### src/rtl/sata_host_oob_ctrl.sv
// rtl/sata_host_oob_ctrl.sv - host-side SATA OOB sequencer: COMRESET/COMWAKE, dialtone, ALIGN handshake, then link passthrough
module sata_host_oob_ctrl #(
  parameter int INIT_TIMEOUT   = 1000,
  parameter int ALIGN_TIMEOUT  = 2000,
  parameter int NONALIGN_COUNT = 3,
  parameter int IDLE_LOSS      = 64
) (
  input  logic        i_clk,
  input  logic        i_rst,
  input  logic        i_platform_ready,
  input  logic [31:0] i_link_tx_dout,
  input  logic        i_link_tx_is_k,
  output logic [31:0] o_tx_dout,
  output logic        o_tx_is_k,
  output logic        o_tx_elec_idle,
  output logic        o_tx_comm_reset,
  output logic        o_tx_comm_wake,
  input  logic [31:0] i_rx_din,
  input  logic [3:0]  i_rx_is_k,
  input  logic        i_rx_is_elec_idle,
  input  logic        i_rx_byte_is_aligned,
  input  logic        i_comm_init_detect,
  input  logic        i_comm_wake_detect,
  output logic        o_phy_ready,
  output logic [3:0]  o_oob_state,
  output logic [7:0]  o_retry_count
);

  localparam logic [31:0] PRIM_ALIGN = 32'h7B4A4ABC;
  localparam logic [31:0] DIALTONE   = 32'h4A4A4A4A;
  localparam logic [31:0] INIT_LOAD  = 32'(INIT_TIMEOUT);
  localparam logic [31:0] ALIGN_LOAD = 32'(ALIGN_TIMEOUT);
  localparam logic [7:0]  NA_MAX     = 8'(NONALIGN_COUNT);
  localparam logic [15:0] IDLE_MAX   = 16'(IDLE_LOSS);

  typedef enum logic [3:0] {
    S_IDLE = 4'h0, S_SEND_RESET = 4'h1, S_WAIT_INIT = 4'h2, S_WAIT_NO_INIT = 4'h3,
    S_SEND_WAKE = 4'h4, S_WAIT_WAKE = 4'h5, S_WAIT_NO_WAKE = 4'h6, S_WAIT_ALIGN = 4'h7,
    S_SEND_ALIGN = 4'h8, S_READY = 4'h9, S_RETRY = 4'hA
  } state_t;

  state_t      r_state, w_next;
  logic [31:0] r_timer;
  logic [7:0]  r_na_cnt;
  logic [15:0] r_idle_cnt;
  logic [7:0]  r_retry;
  logic [31:0] r_tx_dout;
  logic        r_tx_is_k, r_tx_elec_idle, r_comm_reset, r_comm_wake;

  logic w_align_det, w_nonalign_det, w_timeout, w_na_done, w_idle_lost;
  assign w_align_det    = (i_rx_is_k != 4'b0) && (i_rx_din == PRIM_ALIGN) && i_rx_byte_is_aligned;
  assign w_nonalign_det = i_rx_is_k[0] && (i_rx_din != PRIM_ALIGN) && i_rx_byte_is_aligned;
  assign w_timeout      = (r_timer == 32'd0);
  assign w_na_done      = w_nonalign_det && ((r_na_cnt + 8'd1) == NA_MAX);
  assign w_idle_lost    = i_rx_is_elec_idle && ((r_idle_cnt + 16'd1) == IDLE_MAX);

  always_ff @(posedge i_clk) begin
    if (i_rst) r_state <= S_IDLE;
    else       r_state <= w_next;
  end

  // Detects are tested before timeouts so a same-cycle detect always wins.
  always_comb begin
    w_next = r_state;
    case (r_state)
      S_IDLE:         if (i_platform_ready) w_next = S_SEND_RESET;
      S_SEND_RESET:   w_next = S_WAIT_INIT;
      S_WAIT_INIT:    if (i_comm_init_detect) w_next = S_WAIT_NO_INIT;
                      else if (w_timeout)     w_next = S_RETRY;
      S_WAIT_NO_INIT: if (!i_comm_init_detect) w_next = S_SEND_WAKE;
      S_SEND_WAKE:    w_next = S_WAIT_WAKE;
      S_WAIT_WAKE:    if (i_comm_wake_detect) w_next = S_WAIT_NO_WAKE;
                      else if (w_timeout)     w_next = S_RETRY;
      S_WAIT_NO_WAKE: if (!i_comm_wake_detect) w_next = S_WAIT_ALIGN;
      S_WAIT_ALIGN:   if (w_align_det)    w_next = S_SEND_ALIGN;
                      else if (w_timeout) w_next = S_RETRY;
      S_SEND_ALIGN:   if (w_na_done)      w_next = S_READY;
                      else if (w_timeout) w_next = S_RETRY;
      S_READY:        if (i_comm_init_detect || w_idle_lost) w_next = S_RETRY;
      S_RETRY:        w_next = S_IDLE;
      default:        w_next = S_IDLE;
    endcase
  end

  always_comb begin
    o_phy_ready = (r_state == S_READY);
    o_oob_state = r_state;
  end

  always_ff @(posedge i_clk) begin
    if (i_rst) begin
      r_timer        <= 32'd0;
      r_na_cnt       <= 8'd0;
      r_idle_cnt     <= 16'd0;
      r_retry        <= 8'd0;
      r_tx_dout      <= 32'd0;
      r_tx_is_k      <= 1'b0;
      r_tx_elec_idle <= 1'b1;
      r_comm_reset   <= 1'b0;
      r_comm_wake    <= 1'b0;
    end else begin
      r_comm_reset <= 1'b0;
      r_comm_wake  <= 1'b0;
      if (r_timer != 32'd0) r_timer <= r_timer - 32'd1;
      case (r_state)
        S_IDLE:       r_tx_elec_idle <= 1'b1;
        S_SEND_RESET: begin r_comm_reset <= 1'b1; r_timer <= INIT_LOAD; end
        S_SEND_WAKE:  begin r_comm_wake  <= 1'b1; r_timer <= INIT_LOAD; end
        S_WAIT_NO_WAKE: if (w_next == S_WAIT_ALIGN) begin
          r_tx_elec_idle <= 1'b0;
          r_tx_dout      <= DIALTONE;
          r_tx_is_k      <= 1'b0;
          r_timer        <= ALIGN_LOAD;
        end
        S_WAIT_ALIGN: if (w_next == S_SEND_ALIGN) begin
          r_tx_dout <= PRIM_ALIGN;
          r_tx_is_k <= 1'b1;
          r_na_cnt  <= 8'd0;
          r_timer   <= ALIGN_LOAD;
        end
        // Holding the idle counter clear here guarantees READY starts at zero.
        S_SEND_ALIGN: begin
          r_na_cnt   <= w_nonalign_det ? r_na_cnt + 8'd1 : 8'd0;
          r_idle_cnt <= 16'd0;
        end
        S_READY: begin
          r_tx_dout  <= i_link_tx_dout;
          r_tx_is_k  <= i_link_tx_is_k;
          r_idle_cnt <= i_rx_is_elec_idle ? r_idle_cnt + 16'd1 : 16'd0;
        end
        S_RETRY: begin
          if (r_retry != 8'hFF) r_retry <= r_retry + 8'd1;
          r_tx_elec_idle <= 1'b1;
          r_tx_dout      <= 32'd0;
          r_tx_is_k      <= 1'b0;
        end
        default: ;
      endcase
    end
  end

  assign o_tx_dout       = r_tx_dout;
  assign o_tx_is_k       = r_tx_is_k;
  assign o_tx_elec_idle  = r_tx_elec_idle;
  assign o_tx_comm_reset = r_comm_reset;
  assign o_tx_comm_wake  = r_comm_wake;
  assign o_retry_count   = r_retry;

endmodule

### config.mk
export PLATFORM = sky130hd
export DESIGN_NAME = sata_host_oob_ctrl
export DESIGN_NICKNAME = d
export VERILOG_FILES = /design/src/rtl/sata_host_oob_ctrl.sv
export SDC_FILE = /design/constraint.sdc
export NUM_CORES = 1
export LEC_CHECK = 0
export ABC_AREA = 1
export BUFFER_PORTS_ARGS = -buffer_cell sky130_fd_sc_hd__buf_4
export CAP_MARGIN = 20
export CORE_MARGIN = 2
export CORE_UTILIZATION = 30
export CTS_CLUSTER_SIZE = 30
export DETAILED_ROUTE_END_ITERATION = 6
export PLACE_DENSITY = 0.47
export SLEW_MARGIN = 20
export SYNTH_ARGS = -nofsm -noshare
export SYNTH_HDL_FRONTEND = slang
export SYNTH_SLANG_ARGS = --single-unit
### constraint.sdc
create_clock -name i_clk -period 1.84 [get_ports i_clk]
set_clock_uncertainty 0.05 [all_clocks]
set_input_delay 0.368 -clock i_clk [delete_from_list [all_inputs] [get_ports i_clk]]
set_output_delay 0.368 -clock i_clk [all_outputs]
set_load 0.1 [all_outputs]
# --- Yosys cells after proc, flatten, opt, wreduce, memory -nomap -nowiden ---
# Index checks and enable logic that the tools add are counted.
classes:
  add_sub_neg: 4
  mux: 28
  eq_ne: 19
  reduce_logical: 21
ops:
  columns: ["op", "count"]
  rows:
  - ["2-to-1 mux 32 bit", 5]
  - ["case mux 32 bit (4 select lines)", 1]
  - ["case mux 32 bit (3 select lines)", 1]
  - ["case mux 4 bit (10 select lines)", 1]
  - ["2-to-1 mux 4 bit", 9]
  - ["== test 32 x 31 -> 1 bit, second input constant", 1]
  - ["logical NOT 32 bit", 1]
  - ["!= test 32 x 31 -> 1 bit, second input constant", 1]
  - ["case mux 16 bit (2 select lines)", 1]
  - ["nonzero test 32 bit", 1]
  - ["subtractor 32 x 1 -> 32 bit, second input constant", 1]
  - ["== test 4 x 3 -> 1 bit, second input constant", 5]
  - ["adder 16 x 1 -> 16 bit, second input constant", 1]
  - ["adder 8 x 1 -> 8 bit, second input constant", 2]
  - ["== test 16 x 7 -> 1 bit, second input constant", 1]
  - ["== test 4 bit, second input constant", 4]
  - ["2-to-1 mux 16 bit", 1]
  - ["2-to-1 mux 8 bit", 2]
  - ["case mux 8 bit (2 select lines)", 1]
  - ["== test 4 x 2 -> 1 bit, second input constant", 2]
  - ["== test 8 x 2 -> 1 bit, second input constant", 1]
  - ["!= test 8 bit, second input constant", 1]
  - ["nonzero test 4 bit", 2]
  - ["logical AND 1 bit", 6]
  - ["11 further kinds", 20]
word_totals:
  elab_cells: 82
  register_bits: 104
  output_inout_bits: 49

# --- Logic depth before layout (Yosys ltp) ---
logic_depth:
  ltp_word: 9
  depth_mapped: 15
  ltp_nobuf: 15

# --- Least setup slack after synthesis ---
# No wires, ideal clock.
synth_path:
  path_type: "register to output"
  start: "register r_state[0] (netlist: o_oob_state[0])"
  end: "output port o_phy_ready"
  arrival_ns: 2.695
  setup_slack_ns: -1.273
  stages_incl_launch_ff: 7
  t_required_ns: 1.422
  path_cell_list: "dfxtp_1 > buf_4 > inv_2 > nor2_1 > nand2_1 > clkinv_1 > clkbuf_1"
synth_via:
  elab_chain_cells: 1
synth_lines:
  columns: ["item", "line_no", "rtl"]
  rows:
  - ["from (decl)", "42", "state_t r_state, w_next;"]
  - ["from (signal assigned)", "59", "else r_state <= w_next;"]
  - ["== test 4 bit", "86", "o_phy_ready = (r_state == S_READY);"]
  - ["to (decl)", "24", "output logic o_phy_ready,"]
# Every way passes these cells.

# --- Worst setup path after layout ---
layout_path:
  start: "register r_idle_cnt[1]"
  end: "register r_state[0] (netlist: o_oob_state[0])"
layout_via:
  elab_chain_cells: 6
layout_lines:
  columns: ["item", "line_no", "rtl"]
  rows:
  - ["from (decl)", "45", "logic [15:0] r_idle_cnt;"]
  - ["from (signal assigned)", "129", "r_idle_cnt <= i_rx_is_elec_idle ? r_idle_cnt + 16'd1 : 16'd0;"]
  - ["adder 16 x 1 -> 16 bit", "55", "assign w_idle_lost = i_rx_is_elec_idle && ((r_idle_cnt + 16'd1) == IDLE_MAX);"]
  - ["== test 16 x 7 -> 1 bit", "55", null]
  - ["logical AND 1 bit", "55", null]
  - ["logical OR 1 bit", "79", "S_READY: if (i_comm_init_detect || w_idle_lost) w_next = S_RETRY;"]
  - ["2-to-1 mux 4 bit", "79", null]
  - ["case mux 4 bit (10 select lines)", "65", "case (r_state)"]
# Every way passes these cells.
# A chain may end at the register's enable or synchronous reset.

==> qor.csv <==
stage;metric;value;unit
die;coreArea;18600;sq um
detailed_routing;drtPass1Iterations;5;
worst_setup_path;rrSetupSlack;0.08;ns
die;start_util;30.4;%
worst_setup_path;path_class;flop to flop;
global_routing;antenna_found_initial;0;
cells_and_area;areaGrowthSynthToFinish;38.5;%
global_routing;grt_usage;17.0;%
place;place_inst;1271;
synthesis;ys_async_sr_fraction;0;%
min_path;holdPathStages;3;
synthesis;synth.most_common_cell;nand2_1;
clock_tree;cts_tree;yes;
die;row_count;50;
worst_setup_path;worstRegToRegCells;12;
cells_and_area;drive_above_1_share;27.5;%
timing;fin_crit;1.76;ns
power;power.leakage;3.64;nW
cells_and_area;final_nets;1136;
clock_tree;clkLatencyLatePin;0.36;ns
status;status;finished, final reports clean;
clock_tree;htreeDepth;3;
detailed_routing;drc;0;
timing;finalHoldViolations;0;
clock_tree;cts_max_path_buffers;2;
worst_setup_path;crit_fanout;7;
synthesis;postSynthCellCount;871;
global_routing;use_met2;26.6;%
place;numPortBuffers;124;
min_path;min_path_type;input port to flop;
detailed_routing;wire_per_inst;12.7;microns
timing;relSlewSlack;74.7;%
synthesis;syn_avg_cell_area;6.50;sq um
synthesis;synth_area_leader_cell;dfxtp_1;
global_routing;grt_pass1_wl;27500;microns
detailed_routing;ant_nets;0;
timing;maxSlewViolCount;0;
clock_tree;cts_buffers;9;
synthesis;syn_area;5660;sq um
timing;worstMarginPinSlew;0.370;ns
clock_tree;root_buffer;clkbuf_16;
synthesis;synth-edff-count;0;
synthesis;yosys_warnings;0;
global_routing;busiest_layer;met2;
synthesis;yosysSeqAreaShare;36.8;%
run;cap_viol_max_count;0;
power;powerDensity;1210;nW/um^2
synthesis;ys_top_cells_by_count;263 x nand2_1, 125 x nor2_1, 104 x dfxtp_1;
timing;setup_violations;0;
detailed_routing;drt_iter0_drc;307;
global_routing;use_met3;5.74;%
detailed_routing;avgViaCountPerCell;4.52;
place;post_dp_cell_area;7340;sq um
cells_and_area;utilization;42.1;%
timing;rsz0062_at_grt;yes;
die;ioPinCount;125;
min_path;hold_start;i_link_tx_dout[0];
worst_setup_path;reg2reg_from;r_idle_cnt[1]$_SDFFE_PP0P_;
worst_setup_path;cp-end-kind;flop;
synthesis;synth_nets;954;
clock_tree;cts_sinks;104;
global_routing;gr-usage-met1;22.6;%
worst_setup_path;arrival;1.95;ns
timing;max_freq;568;MHz
place;place_congestion;0.864;
global_routing;grt_max_degree;34;
place;dp_hpwl;12700;microns
timing;timing.final.crit_share;95.6;%
die;die_area;20000;sq um
min_path;worstHoldEndpoint;o_tx_dout[0]$_SDFFE_PP0P_;
worst_setup_path;required;2.03;ns
synthesis;ys.flop_type;dfxtp_1;
synthesis;ys_types;44;
die;die_width;141;microns
detailed_routing;totalWireLength;16500;microns
worst_setup_path;startpoint_type;flop;
die;die_h;141;microns
cells_and_area;n_antenna_cell;0;
clock_tree;path_clk_slew;0.09;ns
power;peakVddDrop;0.540;mV
cells_and_area;stdcell_area;7840;sq um
synthesis;synth-seq-cells;104;
detailed_routing;num_vias;5840;
synthesis;synthTopCellsByArea;dfxtp_1 37%, nand2_1 17%, nor2_1 8.3%;
global_routing;grt_pass1_vias;5590;
global_routing;gr-total-overflow;0;
synthesis;synthDominantCellAreaShare;36.8;%
cells_and_area;fin_cells;1292;
worst_setup_path;r2r_end;o_oob_state[0]$_SDFF_PP0_;
-- sequential cells by signal, indices dropped and copies added, names as in the netlist --
signal           cells
o_tx_elec_idle       1
r_idle_cnt          16
o_retry_count        8
r_timer             32
o_tx_dout           32
o_tx_is_k            1
o_tx_comm_reset      1
o_oob_state          4
o_tx_comm_wake       1
r_na_cnt             8
-- how the worst max path moves through the flow --
stage                                  start  cells past startpoint  slack [ns]                       endpoint
2_1_floorplan  o_retry_count[1]$_SDFFE_PP0P_                      9        0.02  o_retry_count[7]$_SDFFE_PP0P_
3_3_place_gp                     i_rx_din[6]                     14       -0.21      o_tx_dout[2]$_SDFFE_PP0P_
3_5_place_dp                     i_rx_din[6]                     14       -0.21      o_tx_dout[2]$_SDFFE_PP0P_
4_1_cts             r_na_cnt[0]$_SDFFE_PP0P_                     12       0.003      o_oob_state[1]$_SDFF_PP0_
5_1_grt           r_idle_cnt[1]$_SDFFE_PP0P_                     14       -0.22      o_oob_state[0]$_SDFF_PP0_
6_report          r_idle_cnt[1]$_SDFFE_PP0P_                     12        0.08      o_oob_state[0]$_SDFF_PP0_
-- final cells by class --
type	instances	area, sq um
fillers	2021	10800
multi-input cells	642	3210
flip-flops and latches	104	2110
repair buffers	194	1540
inverters	102	393
well taps	234	293
clock buffers	9	225
clock inverters	7	71.3
-- through the flow --
stage / total power (W) / hold WS, ns / setup WS (ns) / TNS [ns]
floorplan: 0.00582 / 0.399 / 0.0214 / 0
global placement: 0.00744 / 0.404 / -0.209 / -10.02
detailed placement: 0.00740 / 0.408 / -0.214 / -9.87
CTS: 0.00942 / 0.186 / 0.00290 / 0
global route: 0.0104 / 0.190 / -0.219 / -0.379
finish: 0.00951 / 0.205 / 0.0806 / 0
-- critical path, stage by stage (launching register included) --
cell and delay, ns:
dfxtp_2 0.36, ha_4 0.16, nand3_4 0.09, nor2_4 0.19, buf_4 0.15, nand3_1 0.08, xnor2_1 0.15, nor2_1 0.10
nand2_1 0.07, nand2_1 0.06, nor2_1 0.04, nor2_1 0.10, nor2_1 0.05
-- placed cells by master, fill, tap and decap left out, types with 2 or more instances in the layout --
cell | Yosys | routed
dfxtp_1 | 104 | 90
nor2_2 | 8 | 21
nor2_1 | 125 | 109
o21ai_0 | 32 | 30
xnor2_1 | 8 | 8
inv_1 | 95 | 92
a21oi_1 | 64 | 64
xor2_1 | 16 | 16
clkbuf_16 | 0 | 9
nand3_4 | 1 | 2
ha_1 | 7 | 4
o21ai_2 | 2 | 2
inv_6 | 0 | 2
buf_4 | 5 | 187
buf_12 | 0 | 6
ha_4 | 0 | 3
nor2_4 | 3 | 6
a31o_2 | 4 | 4
nand2_1 | 263 | 259
inv_8 | 0 | 3
dfxtp_4 | 0 | 5
nor4_1 | 5 | 4
nand4_1 | 24 | 24
o21ai_1 | 4 | 6
nand2_2 | 4 | 6
a31oi_1 | 13 | 13
inv_4 | 1 | 2
inv_2 | 5 | 7
dfxtp_2 | 0 | 9
nand3_1 | 27 | 26
nand2_4 | 3 | 5
nor3_1 | 11 | 11
nand3_2 | 2 | 2
nand3b_1 | 3 | 3
-- what timing repair did --
item	4_1_cts	5_1_grt
cloned	0	0
setup endpoints to repair	3	52
hold buffers	0	0
resized for setup	13	39
endpoints found under the hold margin	0	0
pin swaps	1	16
setup buffers	0	5
-- kinds of logic after synthesis --
group | Yosys count | synth area share, %
adder cells (fa/ha/maj) | 7 | 1.55
buffers and inverters | 125 | 8.95
AO/OA/AOI/OAI | 127 | 12.5
XOR/XNOR | 24 | 3.71
AND/OR/NAND/NOR | 484 | 36.6
flip-flops | 104 | 36.8
-- report_power, final --
part	switching [W]	internal (W)	leakage, nW
Sequential	0.000294	0.00256	0.850
Clock	0.000991	0.000963	0.145
Combinational	0.00271	0.00198	2.65
Total	0.00400	0.00551	3.64
-- layer usage --
layer  wire length [microns]  up-vias
met5                       0        -
met4                     166        0
met3                    1200        9
met2                    7070      133
met1                    8020     2548
li1                        -     3150
Power figures use the tool's default switching activity.
